==> config.mk <==
export PLATFORM = sky130hd
export DESIGN_NAME = pixel_write_packer_flat
export DESIGN_NICKNAME = d
export VERILOG_FILES = /design/src/rtl/discotective_pkg.sv /design/src/rtl/pixel_write_packer_if.sv /design/src/rtl/packer_fifo.sv /design/src/rtl/pixel_write_packer.sv /design/src/flat_wrapper.sv
export SDC_FILE = /design/constraint.sdc
export NUM_CORES = 1
export LEC_CHECK = 0
export CAP_MARGIN = 20
export CORE_ASPECT_RATIO = 1.25
export CORE_UTILIZATION = 40
export CTS_CLUSTER_DIAMETER = 80
export DETAILED_ROUTE_END_ITERATION = 6
export RECOVER_POWER = 50
export SYNTH_ARGS = -nofsm -noshare
export SYNTH_HDL_FRONTEND = slang
export SYNTH_SLANG_ARGS = --single-unit
==> constraint.sdc <==
create_clock -name iCLK -period 9.75 [get_ports iCLK]
set_clock_uncertainty 0.2 [all_clocks]
set_input_delay 1.4625 -clock iCLK [delete_from_list [all_inputs] [get_ports iCLK]]
set_output_delay 1.4625 -clock iCLK [all_outputs]
set_load 0.02 [all_outputs]
==> src/rtl/discotective_pkg.sv <==
// Shared types and constants for the binary-image SDRAM write path.
// Holds bus widths, the packer state encoding and the default frame size.
package discotective_pkg;

  localparam int ADDR_W = 23;
  localparam int DATA_W = 16;

  // 640x480 one-bit pixels packed 16 per word.
  localparam int FRAME_WORDS_DEFAULT = 19200;

  typedef enum logic [1:0] {
    IDLE = 2'd0,
    PACK = 2'd1,
    DONE = 2'd2
  } packer_state_t;

  // Shift one pixel into a partially built word. LSB-first shifts right and
  // enters at the top, so after 16 pixels the first one sits in bit 0;
  // MSB-first shifts left and enters at the bottom, leaving it in bit 15.
  function automatic logic [DATA_W-1:0] shift_pixel(input logic [DATA_W-1:0] word,
                                                   input logic              pix,
                                                   input logic              msb_first);
    if (msb_first) begin
      shift_pixel = {word[DATA_W-2:0], pix};
    end else begin
      shift_pixel = {pix, word[DATA_W-1:1]};
    end
  endfunction

endpackage

==> src/rtl/pixel_write_packer_if.sv <==
// Pixel input and write-master output bundle for pixel_write_packer.
//
// Handshake: odata/oaddr are valid whenever ovalid=1 and are held stable until
// a rising edge where ovalid=1 and ibusy=0; that edge is the transfer and the
// next word (if any) is presented after it. ibusy acts as an inverted ready.
interface pixel_write_packer_if;
  import discotective_pkg::*;

  // Pixel side
  logic              iframe_start;
  logic [ADDR_W-1:0] ibase_addr;
  logic              ipixel;
  logic              ipixel_valid;

  // Write-master side
  logic              ibusy;
  logic [DATA_W-1:0] odata;
  logic [ADDR_W-1:0] oaddr;
  logic              ovalid;
  logic              oframe_done;
  logic              ooverflow;

  // Current FSM state, for observation only
  packer_state_t     dbg_state;

  modport master (
    input  iframe_start, ibase_addr, ipixel, ipixel_valid, ibusy,
    output odata, oaddr, ovalid, oframe_done, ooverflow, dbg_state
  );

  modport slave (
    output iframe_start, ibase_addr, ipixel, ipixel_valid, ibusy,
    input  odata, oaddr, ovalid, oframe_done, ooverflow, dbg_state
  );

endinterface

==> src/rtl/packer_fifo.sv <==
// Synchronous show-ahead FIFO of {addr,data} entries for the packer.
// A push while full is accepted only if a pop happens on the same edge.
module packer_fifo #(
  parameter int WIDTH = 39,
  parameter int DEPTH = 4
) (
  input  logic                     iCLK,
  input  logic                     iRST,
  input  logic                     ipush,
  input  logic [WIDTH-1:0]         idata,
  input  logic                     ipop,
  output logic [WIDTH-1:0]         odata,
  output logic                     ofull,
  output logic                     oempty,
  output logic [$clog2(DEPTH):0]   ocount
);

  localparam int PW = $clog2(DEPTH);
  localparam int CW = PW + 1;

  logic [WIDTH-1:0] mem_q [DEPTH];
  logic [PW-1:0]    wr_ptr_q;
  logic [PW-1:0]    rd_ptr_q;
  logic [CW-1:0]    count_q;
  logic             wr_en;
  logic             rd_en;

  assign oempty = (count_q == '0);
  assign ofull  = (count_q == CW'(DEPTH));
  assign rd_en  = ipop && !oempty;
  assign wr_en  = ipush && (!ofull || rd_en);
  assign odata  = mem_q[rd_ptr_q];
  assign ocount = count_q;

  // Storage array: written on accepted pushes, never reset.
  always_ff @(posedge iCLK) begin
    if (wr_en) begin
      mem_q[wr_ptr_q] <= idata;
    end
  end

  // Pointers and occupancy; pointers wrap naturally because DEPTH is a power of two.
  always_ff @(posedge iCLK) begin
    if (iRST) begin
      wr_ptr_q <= '0;
      rd_ptr_q <= '0;
      count_q  <= '0;
    end else begin
      if (wr_en) wr_ptr_q <= wr_ptr_q + PW'(1);
      if (rd_en) rd_ptr_q <= rd_ptr_q + PW'(1);
      count_q <= count_q + CW'(wr_en) - CW'(rd_en);
    end
  end

endmodule

==> src/rtl/pixel_write_packer.sv <==
// Packs a stream of binarized pixels into 16-bit words and queues each word
// with its SDRAM word address for a downstream write master.
// Optional build macro PACKER_MSB_FIRST_EN: place the first pixel of each word
// in bit 15 instead of bit 0.
// FIFO_DEPTH must be a power of two in the range 2..16.
module pixel_write_packer
  import discotective_pkg::*;
#(
  parameter int FRAME_WORDS = FRAME_WORDS_DEFAULT,
  parameter int FIFO_DEPTH  = 4
) (
  input logic iCLK,
  input logic iRST,
  pixel_write_packer_if.master bus
);

  localparam int WCW = $clog2(FRAME_WORDS + 1);
  localparam int FW  = ADDR_W + DATA_W;
  localparam int CW  = $clog2(FIFO_DEPTH) + 1;

`ifdef PACKER_MSB_FIRST_EN
  localparam logic MSB_FIRST = 1'b1;
`else
  localparam logic MSB_FIRST = 1'b0;
`endif

  packer_state_t     state_q;
  logic [3:0]        bit_cnt_q;
  logic [WCW-1:0]    word_cnt_q;
  logic [WCW-1:0]    word_cnt_d;
  logic [ADDR_W-1:0] addr_q;
  logic [DATA_W-1:0] shift_q;
  logic [DATA_W-1:0] shift_d;
  logic              overflow_q;
  logic              frame_done_q;

  logic              pix_take;
  logic              push;
  logic              pop;
  logic              last_pop;
  logic [FW-1:0]     head;
  logic              fifo_full;
  logic              fifo_empty;
  logic [CW-1:0]     fifo_count;

  // A restart pulse wins over a pixel on the same cycle, so that pixel is lost.
  always_comb begin
    pix_take   = (state_q == PACK) && bus.ipixel_valid && !bus.iframe_start;
    shift_d    = shift_pixel(shift_q, bus.ipixel, MSB_FIRST);
    push       = pix_take && (bit_cnt_q == 4'hF);
    pop        = !fifo_empty && !bus.ibusy;
    last_pop   = (state_q == DONE) && pop && (fifo_count == CW'(1));
    word_cnt_d = word_cnt_q + WCW'(1);
  end

  packer_fifo #(
    .WIDTH (FW),
    .DEPTH (FIFO_DEPTH)
  ) u_fifo (
    .iCLK   (iCLK),
    .iRST   (iRST),
    .ipush  (push),
    .idata  ({addr_q, shift_d}),
    .ipop   (pop),
    .odata  (head),
    .ofull  (fifo_full),
    .oempty (fifo_empty),
    .ocount (fifo_count)
  );

  // Frame FSM with its counters, address and registered status outputs.
  always_ff @(posedge iCLK) begin
    if (iRST) begin
      state_q      <= IDLE;
      bit_cnt_q    <= '0;
      word_cnt_q   <= '0;
      addr_q       <= '0;
      shift_q      <= '0;
      overflow_q   <= 1'b0;
      frame_done_q <= 1'b0;
    end else begin
      frame_done_q <= last_pop;
      if (bus.iframe_start) begin
        // Restart discards the partial word; queued words keep their addresses.
        state_q    <= PACK;
        bit_cnt_q  <= '0;
        word_cnt_q <= '0;
        addr_q     <= bus.ibase_addr;
        if (state_q == IDLE) overflow_q <= 1'b0;
      end else begin
        case (state_q)
          IDLE: ;
          PACK: begin
            if (pix_take) begin
              shift_q   <= shift_d;
              bit_cnt_q <= bit_cnt_q + 4'd1;
              if (push) begin
                // Address and word count advance even if the word is dropped.
                addr_q     <= addr_q + ADDR_W'(1);
                word_cnt_q <= word_cnt_d;
                if (fifo_full && !pop) overflow_q <= 1'b1;
                if (word_cnt_d == WCW'(FRAME_WORDS)) state_q <= DONE;
              end
            end
          end
          DONE: begin
            if (fifo_empty || last_pop) state_q <= IDLE;
          end
          default: state_q <= IDLE;
        endcase
      end
    end
  end

  assign bus.ovalid      = !fifo_empty;
  assign bus.odata       = fifo_empty ? '0 : head[DATA_W-1:0];
  assign bus.oaddr       = fifo_empty ? '0 : head[FW-1:DATA_W];
  assign bus.oframe_done = frame_done_q;
  assign bus.ooverflow   = overflow_q;
  assign bus.dbg_state   = state_q;

endmodule
==> src/flat_wrapper.sv <==
// flat-port wrapper written by rule: the top's interface ports become plain ports
module pixel_write_packer_flat import discotective_pkg::*;
#(
  parameter int FRAME_WORDS = FRAME_WORDS_DEFAULT,
  parameter int FIFO_DEPTH  = 4
)
  (iCLK, iRST, bus_iframe_start, bus_ibase_addr, bus_ipixel, bus_ipixel_valid, bus_ibusy, bus_odata, bus_oaddr, bus_ovalid, bus_oframe_done, bus_ooverflow, bus_dbg_state);
  pixel_write_packer_if bus_i ();
  input logic iCLK;
  input logic iRST;
  input wire logic [$bits(bus_i.iframe_start)-1:0] bus_iframe_start;
  input wire logic [$bits(bus_i.ibase_addr)-1:0] bus_ibase_addr;
  input wire logic [$bits(bus_i.ipixel)-1:0] bus_ipixel;
  input wire logic [$bits(bus_i.ipixel_valid)-1:0] bus_ipixel_valid;
  input wire logic [$bits(bus_i.ibusy)-1:0] bus_ibusy;
  output wire logic [$bits(bus_i.odata)-1:0] bus_odata;
  output wire logic [$bits(bus_i.oaddr)-1:0] bus_oaddr;
  output wire logic [$bits(bus_i.ovalid)-1:0] bus_ovalid;
  output wire logic [$bits(bus_i.oframe_done)-1:0] bus_oframe_done;
  output wire logic [$bits(bus_i.ooverflow)-1:0] bus_ooverflow;
  output wire logic [$bits(bus_i.dbg_state)-1:0] bus_dbg_state;
  assign bus_i.iframe_start = bus_iframe_start;
  assign bus_i.ibase_addr = bus_ibase_addr;
  assign bus_i.ipixel = bus_ipixel;
  assign bus_i.ipixel_valid = bus_ipixel_valid;
  assign bus_i.ibusy = bus_ibusy;
  assign bus_odata = bus_i.odata;
  assign bus_oaddr = bus_i.oaddr;
  assign bus_ovalid = bus_i.ovalid;
  assign bus_oframe_done = bus_i.oframe_done;
  assign bus_ooverflow = bus_i.ooverflow;
  assign bus_dbg_state = bus_i.dbg_state;
  pixel_write_packer #(.FRAME_WORDS(FRAME_WORDS), .FIFO_DEPTH(FIFO_DEPTH)) u_core (.iCLK(iCLK), .iRST(iRST), .bus(bus_i));
endmodule
# Word-level counts from Yosys, hierarchy flattened
# Memories as Yosys holds them, arrays and structs flattened. A register that Yosys moved wholly into a read port is not among the register bits.
# Index checks and enable logic that the tools add are counted.
# classes
add_sub_neg	7
multipliers	0
div_mod_pow	0
order_cmp	0
n_eq_ne	16
n_shift	0
muxes	22
n_bitwise	2
reduce_logical	30
# ops
cell	count
$mux W23	5
$add A23 B1 Y23 const B	1
$mux W16	1
$add A15 B1 Y15 const B	1
$eq A15 B15 Y1 const B	1
$reduce_and A5 Y1	3
$mux W2	6
$logic_and A1 B1 Y1	9
$mux W1	9
$ne A3 B3 Y1 const B	3
$reduce_and A3 Y1	3
$ne A2 B2 Y1 const B	4
$reduce_bool A2 Y1	4
$pmux W2 S3	1
$logic_not A1 Y1	5
$add A2 B1 Y2 const B	2
$add A4 B1 Y4 const B	1
$eq A4 B4 Y1 const B	1
$ne A2 B1 Y1 const B	2
$add A3 B1 Y3	1
$eq A3 B1 Y1 const B	1
$eq A3 B3 Y1 const B	1
$logic_not A3 Y1	1
$ne A3 B2 Y1 const B	1
other kinds (8)	10
# totals
ff_bits	69
latchBits	0
ramBits	156
rom_bits	0
in_bits	29
out_inout_bits	44
word_cells	89
memories	1
# mem_list
memory	words	width	rd	rd_clocked_by_memory_dff	wr	line	text
u_core.u_fifo.mem_q	4	39	1	1	1	packer_fifo.sv:21	logic [WIDTH-1:0] mem_q [DEPTH];

# Logic depth before layout (Yosys ltp)
# depth
ltp_word	10
mapped_depth	14
depth_no_buf	12

# Hierarchy
# Synthesis repeated with hierarchy kept, for this count alone.
# hier_totals
cells_unflattened	674
hier_area_um2	9369.0
# modules_own_cells
module	n_inst	cells_each	area_per_inst_um2	seq_area_each_um2
packer_fifo	1	251	6090.8	4864.7
pixel_write_packer	1	423	3278.1	1221.2

# Worst setup path before layout
# Ideal clock, no wire load.
# synth_timing
kind	input -> register
from	in bus_iframe_start
to	mem u_core.u_fifo.mem_q[0][0] (enable)
setup_ps	400
arrival_ps	3721
required_ps	9150
slack_ps	5429
cell_stages	7
path_buffers	3
path_cell_list	clkbuf_1 > nand4bb_1 > buf_2 > or2_2 > clkbuf_1 > nor2_1 > and2_1
# synth_via
elab_chain_cells	6
# synth_rtl
element	line	text
from (decl)	flat_wrapper.sv:11	input wire logic [$bits(bus_i.iframe_start)-1:0] bus_iframe_start;
$logic_not A1 Y1	pixel_write_packer.sv:48	pix_take = (state_q == PACK) && bus.ipixel_valid && !bus.iframe_start;
$logic_and A1 B1 Y1	pixel_write_packer.sv:48	
$logic_and A1 B1 Y1	pixel_write_packer.sv:50	push = pix_take && (bit_cnt_q == 4'hF);
$logic_and A1 B1 Y1	packer_fifo.sv:31	assign wr_en = ipush && (!ofull || rd_en);
$mux W1	packer_fifo.sv:37	if (wr_en) begin
$mux W1 (implied by the code)	packer_fifo.sv:38	mem_q[wr_ptr_q] <= idata;
to (decl)	packer_fifo.sv:21	
# No other way between the ends.

# Worst setup path after layout
# layout_timing
from	in bus_iframe_start
to	reg u_core.u_fifo.count_q[2] (netlist: u_core.u_fifo.ocount[2])
# layout_via
elab_chain_cells	6
# layout_rtl
element	line	text
$logic_not A1 Y1	pixel_write_packer.sv:48	
$logic_and A1 B1 Y1	pixel_write_packer.sv:48	
$logic_and A1 B1 Y1	pixel_write_packer.sv:50	
$logic_and A1 B1 Y1	packer_fifo.sv:31	
$add A3 B1 Y3	packer_fifo.sv:51	count_q <= count_q + CW'(wr_en) - CW'(rd_en);
$sub A3 B1 Y3	packer_fifo.sv:51	
to (signal assigned)	packer_fifo.sv:51	
to (decl)	packer_fifo.sv:24	logic [CW-1:0] count_q;
# No other way between the ends.
# A chain may end at the register's enable or synchronous reset.

==> metrics.csv <==
metric;value;unit
count of cell types in the netlist;51;
worst hold slack;301.3;ps
Max Root-Sink Buffers;3;
gpl congestion;0.8284;
GRT Util Overall;0.1625;
Yosys top cell area share;0.5012;
cell taking the most area after synthesis;edfxtp_1;
via count;5470;
# Post-CTS Setup Buffers;0;
switching part of the total;0.2794;
# nets final;770;
Reg power frac;0.441;
Tcrit/Tclk final;0.5320;
FF-to-FF path depth;11;
CP delay by family, top;simple AND/OR/NAND/NOR gates;
kind of critical path;in -> reg;
most frequent cell after synthesis;edfxtp_1;
Wirelength per Cell;18.24;um
clock share of power;0.319;
Antenna diodes;0;
failing checks;DRC, capacitance limit, slew limit;
Rel. slew slack;-0.6730;
measured slew at the worst slew-check pin;2509;ps
Die W;138.7;um
antenna viol nets, final;0;
CTS sink cnt;226;
Skew-Pair Late Insertion Delay;500;ps
CP cell instances;dlygate4sd3_1 > nand4bb_1 > or2_2 > nor2_1 > inv_1 > ha_1 > inv_1 > ha_1 > fa_1 > xnor2_1 > xnor2_1 > nor2_1;
max-slew violations;51;
endpoint type of the worst setup path;flip-flop;
hold path cells;2;
critical path fanouts, max;18;
CTS Root Cell;clkbuf_16;
post-synthesis sequential area ratio;0.6511;
syn avg cell area;14.03;sq um
asr flop ratio synth;0;
Setup Total Neg Slack;0;ps
worst path arrival time;5270;ps
H-tree levels;1;
status;finished with violations;
final instance area;0.01094;sq mm
CP startpoint;bus_iframe_start;
CTS Buf Count;22;
I/O pin count;73;
HP Class;reg -> reg;
Int Pwr;1.742;mW
final setup fails;0;
minimum clock period;5187;ps
PortBufs;72;
setup ws final;4563;ps
dpl hpwl;11870;um
Max VDD drop;0.0002073;V
Worst-path clk slew;60;ps
initial core utilization;0.4070;
dpl cells;993;
Buf+Inv Stages, Crit Path;3;
number of global-route vias before repair;5820;
hold_sp;u_core.shift_q[1];
drt first pass iters;7;
Static Leak;3.455;nW
Gate power share;0.240;
# rows;62;
dpl cell area;0.01030;sq mm
detailed-route wire length;18860;um
Worst Path Required;9830;ps
Net Switching;0.6752;mW
PD cells;220.9;mW/mm^2
Net Count, Synth;706;
leading register cell type out of synthesis;edfxtp_1;
Worst path depth;12;
largest net degree at the start of global routing;51;
Final Hold Violating Endpoints;0;
slowest cell on the critical path;nand4bb_1;
yosys warns;0;
Post-synth top cells;156 x edfxtp_1, 70 x dfxtp_1, 57 x nand2_1;
Pwr Total;2.417;mW
crit-path max cell delay;780;ps
first-pass GRT wire length;30640;um
Non-Filler Instances;1034;
initial DRC count;269;
PostCTS Resize Cnt;0;
r2r startpoint;u_core.bus.dbg_state[0];
max_cap viols;1;
DRC violations left;12;
Startpoint Class;primary input;
area grow syn2layout;17.07;%
number of synthesized flops with an enable pin;156;
TritonCTS clock tree;yes;
Peak Freq;192.8;MHz
DIE AREA;0.02399;sq mm
hold buffer count at cts;0;
Place WS;4204;ps
RSZ-0062 raised after global routing;false;
cell count after synthesis;666;
Die Y;172.9;um
synthesized area;0.009346;sq mm
ratio of cells with drive above 1 in the final layout;0.1247;
antenna violations before repair;0;
grt total ovfl;0;
final core utilization;0.4765;
Core Area;0.02296;sq mm
routed vias/inst;5.290;
ranking of synthesized cells by area;edfxtp_1 50%, dfxtp_1 15%, mux4_2 9.4%;
Yosys reg bits;226;
## layer usage
metal,global-route usage,wire [um],vias to the layer above
met3,0.01855,795,27
met1,0.1920,7585,2738
met4,0.04444,350,0
met5,0,0,-
li1,-,-,2586
met2,0.3099,10130,119
## power groups by stage
stage | Clock, mW | Combinational [mW] | Sequential, mW
after global placement | 0 | 0.580 | 1.09
after floorplan | 0 | 0.359 | 1.08
after global routing | 0.823 | 0.629 | 1.07
after CTS | 0.787 | 0.589 | 1.08
after detailed placement | 0 | 0.588 | 1.10
final | 0.770 | 0.581 | 1.07
## state kept, by name (all words and copies together), names as in the netlist, named ones only
register                cells
u_core.u_fifo.mem_q       156
u_core.addr_q              23
u_core.shift_q             15
u_core.word_cnt_q          15
u_core.bit_cnt_q            4
u_core.u_fifo.ocount        3
u_core.bus.dbg_state        2
u_core.u_fifo.rd_ptr_q      2
u_core.u_fifo.wr_ptr_q      2
u_core.bus.oframe_done      1
u_core.bus.ooverflow        1
## layout by cell type (no fill, tap or decap), drive strengths merged, types with 3 or more instances in the layout
master,Yosys,routed
or4,4,4
inv,19,19
a21oi,19,19
o21ai,10,10
nand4,5,5
clkinv,0,13
and2,4,4
dfxtp,70,70
a31oi,3,3
mux4,39,39
a211oi,14,14
edfxtp,156,156
ha,10,10
clkdlybuf4s50,0,63
nor2,54,54
nand2,57,57
nand3,13,13
or3,10,10
clkbuf,25,26
buf,11,4
nor3,18,18
a311oi,8,8
a221oi,3,3
nor4,6,6
xor2,11,11
dlygate4sd3,0,8
and3,4,4
xnor2,30,30
nor2b,41,41
and4,3,3
## cell families after synthesis
logic type,Yosys count,synth area share
AO/OA/AOI/OAI,63,0.04498
XOR/XNOR,41,0.03842
adder cells (fa/ha/maj),11,0.01553
buffers and inverters,55,0.02396
flip-flops,226,0.6511
multiplexers,42,0.09732
AND/OR/NAND/NOR,228,0.1286
## layout make-up
type	count	area, sq um
Timing Repair Buffer	76	757.0
Clock buffer	25	571.8
Inverter	19	71.32
Clock inverter	15	92.59
Tap cell	288	360.3
Sequential cell	226	6088
Fill cell	2039	12020
Multi-Input combinational cell	385	3000
## tightest hold or removal path, cell delays in order (launching register included)
cell and delay [ps]:
dfxtp_1 340, nand2_1 60, a21oi_1 50
## worst paths after layout
kind	end	slack, ps
max	u_core.u_fifo.ocount[2]	4560
max reg2reg	u_core.u_fifo.ocount[2]	5820
min reg2reg	u_core.shift_q[1]	300
min	u_core.shift_q[1]	300
No activity file was read; power rests on OpenSTA's default activity.
